## src/rtl/spi_master_gen_pkg.sv

```systemverilog
// Shared definitions for the spi_master_gen SPI master: FSM state encodings,
// SPI mode constants ({cpol,cpha}) and a counter-width helper.
package spi_master_gen_pkg;

  typedef enum logic [1:0] {
    ST_IDLE  = 2'd0,
    ST_SETUP = 2'd1,
    ST_XFER  = 2'd2,
    ST_HOLD  = 2'd3
  } state_e;

  localparam logic [1:0] SPI_MODE0 = 2'b00;
  localparam logic [1:0] SPI_MODE1 = 2'b01;
  localparam logic [1:0] SPI_MODE2 = 2'b10;
  localparam logic [1:0] SPI_MODE3 = 2'b11;

  // A one-state counter still needs a 1-bit register.
  function automatic int cnt_width(input int h);
    return (h > 1) ? $clog2(h) : 1;
  endfunction

endpackage

```

## src/rtl/spi_master_gen_clk_gen.sv

```systemverilog
// Half-period tick generator: one-cycle tick every CLK_DIV/2 clocks while
// enabled; the count restarts from 0 each time the enable rises.
module spi_clk_gen
  import spi_master_gen_pkg::*;
#(
  parameter int CLK_DIV = 8
) (
  input  logic clk,
  input  logic rst,
  input  logic en_i,
  output logic tick_o
);

  localparam int H  = CLK_DIV / 2;
  localparam int CW = cnt_width(H);
  localparam logic [CW-1:0] LAST = CW'(H - 1);

  logic [CW-1:0] cnt_q;
  logic [CW-1:0] cnt_d;

  always_comb begin
    cnt_d  = '0;
    tick_o = 1'b0;
    if (en_i) begin
      tick_o = (cnt_q == LAST);
      cnt_d  = tick_o ? '0 : cnt_q + CW'(1);
    end
  end

  always_ff @(posedge clk) begin
    if (rst) cnt_q <= '0;
    else     cnt_q <= cnt_d;
  end

endmodule

```

## src/rtl/spi_master_gen.sv

```systemverilog
// Parametrised SPI master: configurable word width, per-transfer CPOL/CPHA,
// NUM_SS slave selects, start/ready handshake and one-cycle done pulse.
// Optional macro SPI_LSB_FIRST_EN adds an lsb_first input (LSB-first shifting).
module spi_master_gen
  import spi_master_gen_pkg::*;
#(
  parameter int DATA_W  = 8,
  parameter int NUM_SS  = 1,
  parameter int CLK_DIV = 8,
  parameter int SS_W    = 1
) (
  input  logic              clk,
  input  logic              rst,
  input  logic [DATA_W-1:0] data_in,
  input  logic [SS_W-1:0]   ss_sel,
  input  logic              cpol,
  input  logic              cpha,
  input  logic              start,
`ifdef SPI_LSB_FIRST_EN
  input  logic              lsb_first,
`endif
  output logic              ready,
  output logic              busy,
  output logic [DATA_W-1:0] data_out,
  output logic              done,
  input  logic              miso,
  output logic              mosi,
  output logic              sclk,
  output logic [NUM_SS-1:0] ss_n,
  output logic [1:0]        state_dbg
);

  localparam int BCW = $clog2(DATA_W) + 1;
  localparam logic [BCW-1:0] BITS = BCW'(DATA_W);
  localparam logic [BCW-1:0] ONE  = BCW'(1);

  // Handshake: a transfer is accepted on a rising clk edge with start && ready;
  // ready stays low until the first cycle after HOLD, and start while busy is dropped.

  state_e            state_q, state_d;
  logic              cpol_q, cpol_d;
  logic              cpha_q, cpha_d;
  logic [DATA_W-1:0] tx_q, tx_d;
  logic [DATA_W-1:0] rx_q, rx_d;
  logic [BCW-1:0]    bit_cnt_q, bit_cnt_d;
  logic              mosi_q, mosi_d;
  logic              sclk_q, sclk_d;
  logic [NUM_SS-1:0] ss_n_q, ss_n_d;
  logic [DATA_W-1:0] data_out_q, data_out_d;
  logic              done_q, done_d;
  logic              tick;
  logic              lead;
  logic              lsb_in;
  logic              lsb_mode;

`ifdef SPI_LSB_FIRST_EN
  logic lsb_q, lsb_d;
  assign lsb_in   = lsb_first;
  assign lsb_mode = lsb_q;
  always_comb begin
    lsb_d = lsb_q;
    if (state_q == ST_IDLE && start) lsb_d = lsb_first;
  end
  always_ff @(posedge clk) begin
    if (rst) lsb_q <= 1'b0;
    else     lsb_q <= lsb_d;
  end
`else
  assign lsb_in   = 1'b0;
  assign lsb_mode = 1'b0;
`endif

  function automatic logic first_bit(input logic [DATA_W-1:0] w, input logic lsb);
    return lsb ? w[0] : w[DATA_W-1];
  endfunction

  function automatic logic [DATA_W-1:0] shift_out(input logic [DATA_W-1:0] w, input logic lsb);
    return lsb ? (w >> 1) : (w << 1);
  endfunction

  // LSB-first reception fills from the top so bit i ends up as the i-th received bit.
  function automatic logic [DATA_W-1:0] shift_in(input logic [DATA_W-1:0] w, input logic b,
                                                 input logic lsb);
    return lsb ? {b, w[DATA_W-1:1]} : {w[DATA_W-2:0], b};
  endfunction

  function automatic logic [NUM_SS-1:0] sel_mask(input logic [SS_W-1:0] sel);
    logic [NUM_SS-1:0] m;
    m = '1;
    for (int i = 0; i < NUM_SS; i++) m[i] = (sel != SS_W'(i));
    return m;
  endfunction

  spi_clk_gen #(.CLK_DIV(CLK_DIV)) u_clk_gen (
    .clk    (clk),
    .rst    (rst),
    .en_i   (state_q != ST_IDLE),
    .tick_o (tick)
  );

  // A toggle away from the idle level is a leading edge.
  assign lead = (sclk_q == cpol_q);

  always_comb begin
    state_d    = state_q;
    cpol_d     = cpol_q;
    cpha_d     = cpha_q;
    tx_d       = tx_q;
    rx_d       = rx_q;
    bit_cnt_d  = bit_cnt_q;
    mosi_d     = mosi_q;
    sclk_d     = sclk_q;
    ss_n_d     = ss_n_q;
    data_out_d = data_out_q;
    done_d     = 1'b0;
    unique case (state_q)
      ST_IDLE: begin
        if (start) begin
          state_d   = ST_SETUP;
          cpol_d    = cpol;
          cpha_d    = cpha;
          sclk_d    = cpol;
          ss_n_d    = sel_mask(ss_sel);
          bit_cnt_d = BITS;
          rx_d      = '0;
          tx_d      = data_in;
          if (!cpha) begin
            mosi_d = first_bit(data_in, lsb_in);
            tx_d   = shift_out(data_in, lsb_in);
          end
        end
      end
      ST_SETUP: begin
        if (tick) state_d = ST_XFER;
      end
      ST_XFER: begin
        if (tick) begin
          sclk_d = ~sclk_q;
          if (lead) begin
            if (cpha_q) begin
              mosi_d = first_bit(tx_q, lsb_mode);
              tx_d   = shift_out(tx_q, lsb_mode);
            end else begin
              rx_d = shift_in(rx_q, miso, lsb_mode);
            end
          end else begin
            if (cpha_q) begin
              rx_d = shift_in(rx_q, miso, lsb_mode);
            end else if (bit_cnt_q != ONE) begin
              mosi_d = first_bit(tx_q, lsb_mode);
              tx_d   = shift_out(tx_q, lsb_mode);
            end
            bit_cnt_d = bit_cnt_q - ONE;
            if (bit_cnt_q == ONE) state_d = ST_HOLD;
          end
        end
      end
      ST_HOLD: begin
        if (tick) begin
          state_d    = ST_IDLE;
          done_d     = 1'b1;
          data_out_d = rx_q;
          ss_n_d     = '1;
        end
      end
    endcase
  end

  always_ff @(posedge clk) begin
    if (rst) begin
      state_q    <= ST_IDLE;
      cpol_q     <= 1'b0;
      cpha_q     <= 1'b0;
      tx_q       <= '0;
      rx_q       <= '0;
      bit_cnt_q  <= '0;
      mosi_q     <= 1'b0;
      sclk_q     <= 1'b0;
      ss_n_q     <= '1;
      data_out_q <= '0;
      done_q     <= 1'b0;
    end else begin
      state_q    <= state_d;
      cpol_q     <= cpol_d;
      cpha_q     <= cpha_d;
      tx_q       <= tx_d;
      rx_q       <= rx_d;
      bit_cnt_q  <= bit_cnt_d;
      mosi_q     <= mosi_d;
      sclk_q     <= sclk_d;
      ss_n_q     <= ss_n_d;
      data_out_q <= data_out_d;
      done_q     <= done_d;
    end
  end

  assign ready     = (state_q == ST_IDLE);
  assign busy      = ~ready;
  assign data_out  = data_out_q;
  assign done      = done_q;
  assign mosi      = mosi_q;
  assign sclk      = sclk_q;
  assign ss_n      = ss_n_q;
  assign state_dbg = state_q;

endmodule

```

## config.mk

```make
export PLATFORM = sky130hd
export DESIGN_NAME = spi_master_gen
export DESIGN_NICKNAME = d
export VERILOG_FILES = /design/src/rtl/spi_master_gen_pkg.sv /design/src/rtl/spi_master_gen_clk_gen.sv /design/src/rtl/spi_master_gen.sv
export SDC_FILE = /design/constraint.sdc
export NUM_CORES = 1
export LEC_CHECK = 0
export BUFFER_PORTS_ARGS = -buffer_cell sky130_fd_sc_hd__clkbuf_2
export CAP_MARGIN = 5
export CORE_ASPECT_RATIO = 0.7
export CORE_MARGIN = 2
export CORE_UTILIZATION = 25
export CTS_CLUSTER_DIAMETER = 100
export DETAILED_ROUTE_END_ITERATION = 10
export HOLD_SLACK_MARGIN = 0.03
export PLACE_DENSITY = 0.44
export SLEW_MARGIN = 20
export SYNTH_ARGS = -nofsm -noshare
export SYNTH_HDL_FRONTEND = slang
export SYNTH_SLANG_ARGS = --single-unit
export TNS_END_PERCENT = 1
```

## constraint.sdc

```tcl
create_clock -name clk -period 2.35 [get_ports clk]
set_input_delay 0.235 -clock clk [delete_from_list [all_inputs] [get_ports clk]]
set_output_delay 0.235 -clock clk [all_outputs]
set_load 0.02 [all_outputs]
```

==> summary.md <==
| Metric | Value |
|---|---|
| Via count | `approximately 1600` |
| Count of cell types in the netlist | `42` |
| VDD IR-drop max | `0.416 mV` |
| RSZ-0062 raised after global routing | `no` |
| TritonCTS clock tree | `built` |
| Hold path startpoint | `miso` |
| Setup violations, final | `0` |
| F_max | `497 MHz` |
| GRT Overall Usage | `0.116` |
| Post-Syn Instances | `209` |
| Reg2Reg Setup Slack | `between 300 and 400 ps` |
| Share of power burned in registers | `0.346` |
| Sequential-to-total area share from yosys stat | `0.410` |
| Required time of the critical path | `about 2600 ps` |
| Comb power frac | `0.359` |
| Worst R2R Path Depth | `6` |
| Shortest period the worst path allows | `a little over 2000 ps` |
| Critical Path AT | `about 2200 ps` |
| CTS Buffer Depth | `2` |
| Hold Vio Cnt, Final | `0` |
| Initial antenna violation count | `0` |
| Startpoint class of the critical path | `flip-flop` |
| Die footprint | `around 0.0081 sq mm` |
| Resized Gates After CTS | `0` |
| Total clock buffers created by CTS | `5` |
| Vias per cell | `~4.6` |
| Die width | `approximately 110 um` |
| PnR worst setup slack | `approximately 340 ps` |
| Post-synth EDFFs | `0` |
| Dpl cells | `332` |
| Setup WS pre-CTS | `~330 ps` |
| ANT cells | `0` |
| Fin nets | `264` |
| Worst-path clk slew | `roughly 80 ps` |
| Synth area leader | `dfxtp_1` |
| Crit Reg-Reg Startpoint | `state_dbg[0]$_SDFFE_PP0P_` |
| Setup Buffers After CTS | `0` |
| Final GP Congestion | `around 0.76` |
| DRT antenna net count | `0` |
| Clk sink count | `38` |
| Final Cycle Share | `0.857` |
| DRC viols | `0` |
| Most frequent cell after synthesis | `dfxtp_1` |
| Sw power | `roughly 840 uW` |
| Fin Setup TNS | `0 ps` |
| Clock power frac | `0.295` |
| Fin Clk Skew | `between 4 and 5 ps` |
| Sw frac | `0.355` |
| Cell Area, Synth | `roughly 0.0019 sq mm` |
| # IOs | `31` |
| First-pass GRT wire length | `between 7 and 8 mm` |
| IO Port Bufs | `30` |
| Overflow after GRT | `0` |
| Layout cells sized above 1 | `0.219` |
| Crit Path Max Fanout | `21` |
| Initial core utilization | `0.256` |
| WL/cell | `~13 um` |
| PD cells | `slightly above 1000 mW/mm^2` |
| Ys async rst share | `0` |
| Hold endpoint | `rx_q[0]$_SDFFE_PP0P_` |
| Flop and latch count out of synthesis | `38` |
| Int Power | `~1.5 mW` |
| Post-route insts no fill | `340` |
| Root Buffer Master | `clkbuf_8` |
| Worst-Margin Slew | `roughly 470 ps` |
| Synthesized Nets | `approximately 230` |
| WHS | `~160 ps` |
| Setup crit end kind | `flip-flop` |
| Slew HR | `0.686` |
| Top cells by count, synth | `38 x dfxtp_1, 24 x a21oi_1, 22 x nand2_1, 20 x nand3_1, 18 x o21ai_0` |
| Primary FF master, synth | `dfxtp_1` |
| P&R area growth vs syn | `22.3%` |
| Post-synth top area share | `0.410` |
| Critical path class | `reg2reg` |
| Outcome | `completed` |
| Hold-fix buffers, CTS | `0` |
| Hold WC Path Type | `in2reg` |
| Largest net degree at the start of global routing | `22` |
| Pins Over Slew Limit | `0` |
| Die Ht | `76.1 um` |
| LEAKAGE | `between 0.9 and 1 nW` |
| Syn Area/Cell | `slightly below 9 sq um` |
| Maxcap violations | `0` |
| H-tree depth | `2` |
| Drt first-iter violations | `72` |
| Core area | `0.00725 sq mm` |
| Drt total wl | `approximately 4.5 mm` |
| Placed wire-length estimate | `between 3 and 4 mm` |
| Row count | `26` |
| Yosys warnings | `0` |
| Synth top area cells | `dfxtp_1 41%, a21oi_1 6.5%, mux2i_1 5.9%` |
| Vias in the first global route | `about 1500` |
| Drt first pass iters | `4` |
| Placed Area | `0.00213 sq mm` |
| Critical R2R Capture | `bit_cnt_q[3]$_SDFFE_PP0P_` |
| Design Area, Final | `0.00227 sq mm` |
| Worst Hold Depth | `2` |
| Clock Latency Late Sink | `290 ps` |
[per-stage QoR]
| stage | total power [mW] | utilization |
|---|---|---|
| after detailed placement | 1.68 | 0.293 |
| after global placement | 1.69 | 0.293 |
| after CTS | 2.39 | 0.313 |
| after global routing | 2.53 | 0.313 |
| after floorplan | 1.44 | - |
| final | 2.36 | 0.313 |
[power by group through the flow]
stage | clock (mW) | sequential [mW] | combinational, mW
2_1_floorplan | 0 | 0.840 | 0.600
3_3_place_gp | 0 | 0.830 | 0.864
3_5_place_dp | 0 | 0.831 | 0.852
4_1_cts | 0.716 | 0.816 | 0.858
5_1_grt | 0.746 | 0.830 | 0.955
6_report | 0.696 | 0.815 | 0.847
[state kept, by name, summed over array words and instances, names as in the netlist, 2 cells and up]
signal / count
state_dbg: 2
bit_cnt_q: 4
tx_q: 8
rx_q: 8
data_out: 8
u_clk_gen.cnt_q: 2
[area by class of cell]
class / count / area, sq um
fill: 788 / 4990
multi-input combinational: 153 / 1020
sequential: 38 / 761
timing repair buffer: 37 / 203
tap: 98 / 123
clock buffer: 6 / 82.6
clock inverter: 2 / 60.1
inverter: 6 / 22.5
[cell families after synthesis]
kind of cell	synth area share
AOI/OAI and AO/OA	0.200
DFF	0.410
muxes	0.0655
and+or+nand+nor	0.203
xor gates and xnor gates	0.0256
buffers and inverters	0.0412
adders and majority gates	0.0540
[layer usage]
| layer | global-route usage | routed length [um] | vias to the layer above |
|---|---|---|---|
| met5 | 0 | 0 | - |
| met4 | 0.0351 | 34 | 0 |
| met3 | 0.0342 | 149 | 5 |
| met2 | 0.159 | 1830 | 25 |
| met1 | 0.172 | 2500 | 720 |
| li1 | - | - | 814 |
[critical path, stage by stage (launching register included)]
cell	delay, ps
dfxtp_1	350
inv_1	110
ha_1	400
buf_4	330
a31oi_2	190
or3_1	380
a31oi_1	170
[cells in the final DEF, fill, tap and decap left out, types with 2 or more instances in the layout]
cell,count
nand3b_1,2
mux2i_1,11
a22o_1,5
buf_4,7
clkbuf_2,30
nand3_1,20
clkbuf_8,6
o21ai_0,18
nor2b_1,4
dfxtp_1,38
a311oi_1,2
a21oi_1,24
bufinv_16,2
nor2_1,8
nand2b_1,2
nand2_1,22
or3_1,3
ha_1,8
inv_1,6
[worst max path at each step]
| stage | start | endpoint | cells past startpoint |
|---|---|---|---|
| global route | state_dbg[0]$_SDFFE_PP0P_ | bit_cnt_q[3]$_SDFFE_PP0P_ | 6 |
| finish | state_dbg[0]$_SDFFE_PP0P_ | bit_cnt_q[3]$_SDFFE_PP0P_ | 6 |
| floorplan | state_dbg[0]$_SDFFE_PP0P_ | mosi$_SDFFE_PP0P_ | 7 |
| detailed placement | state_dbg[0]$_SDFFE_PP0P_ | bit_cnt_q[3]$_SDFFE_PP0P_ | 6 |
| CTS | state_dbg[0]$_SDFFE_PP0P_ | bit_cnt_q[3]$_SDFFE_PP0P_ | 6 |
| global placement | state_dbg[0]$_SDFFE_PP0P_ | mosi$_SDFFE_PP0P_ | 6 |
Power figures use the tool's default switching activity.
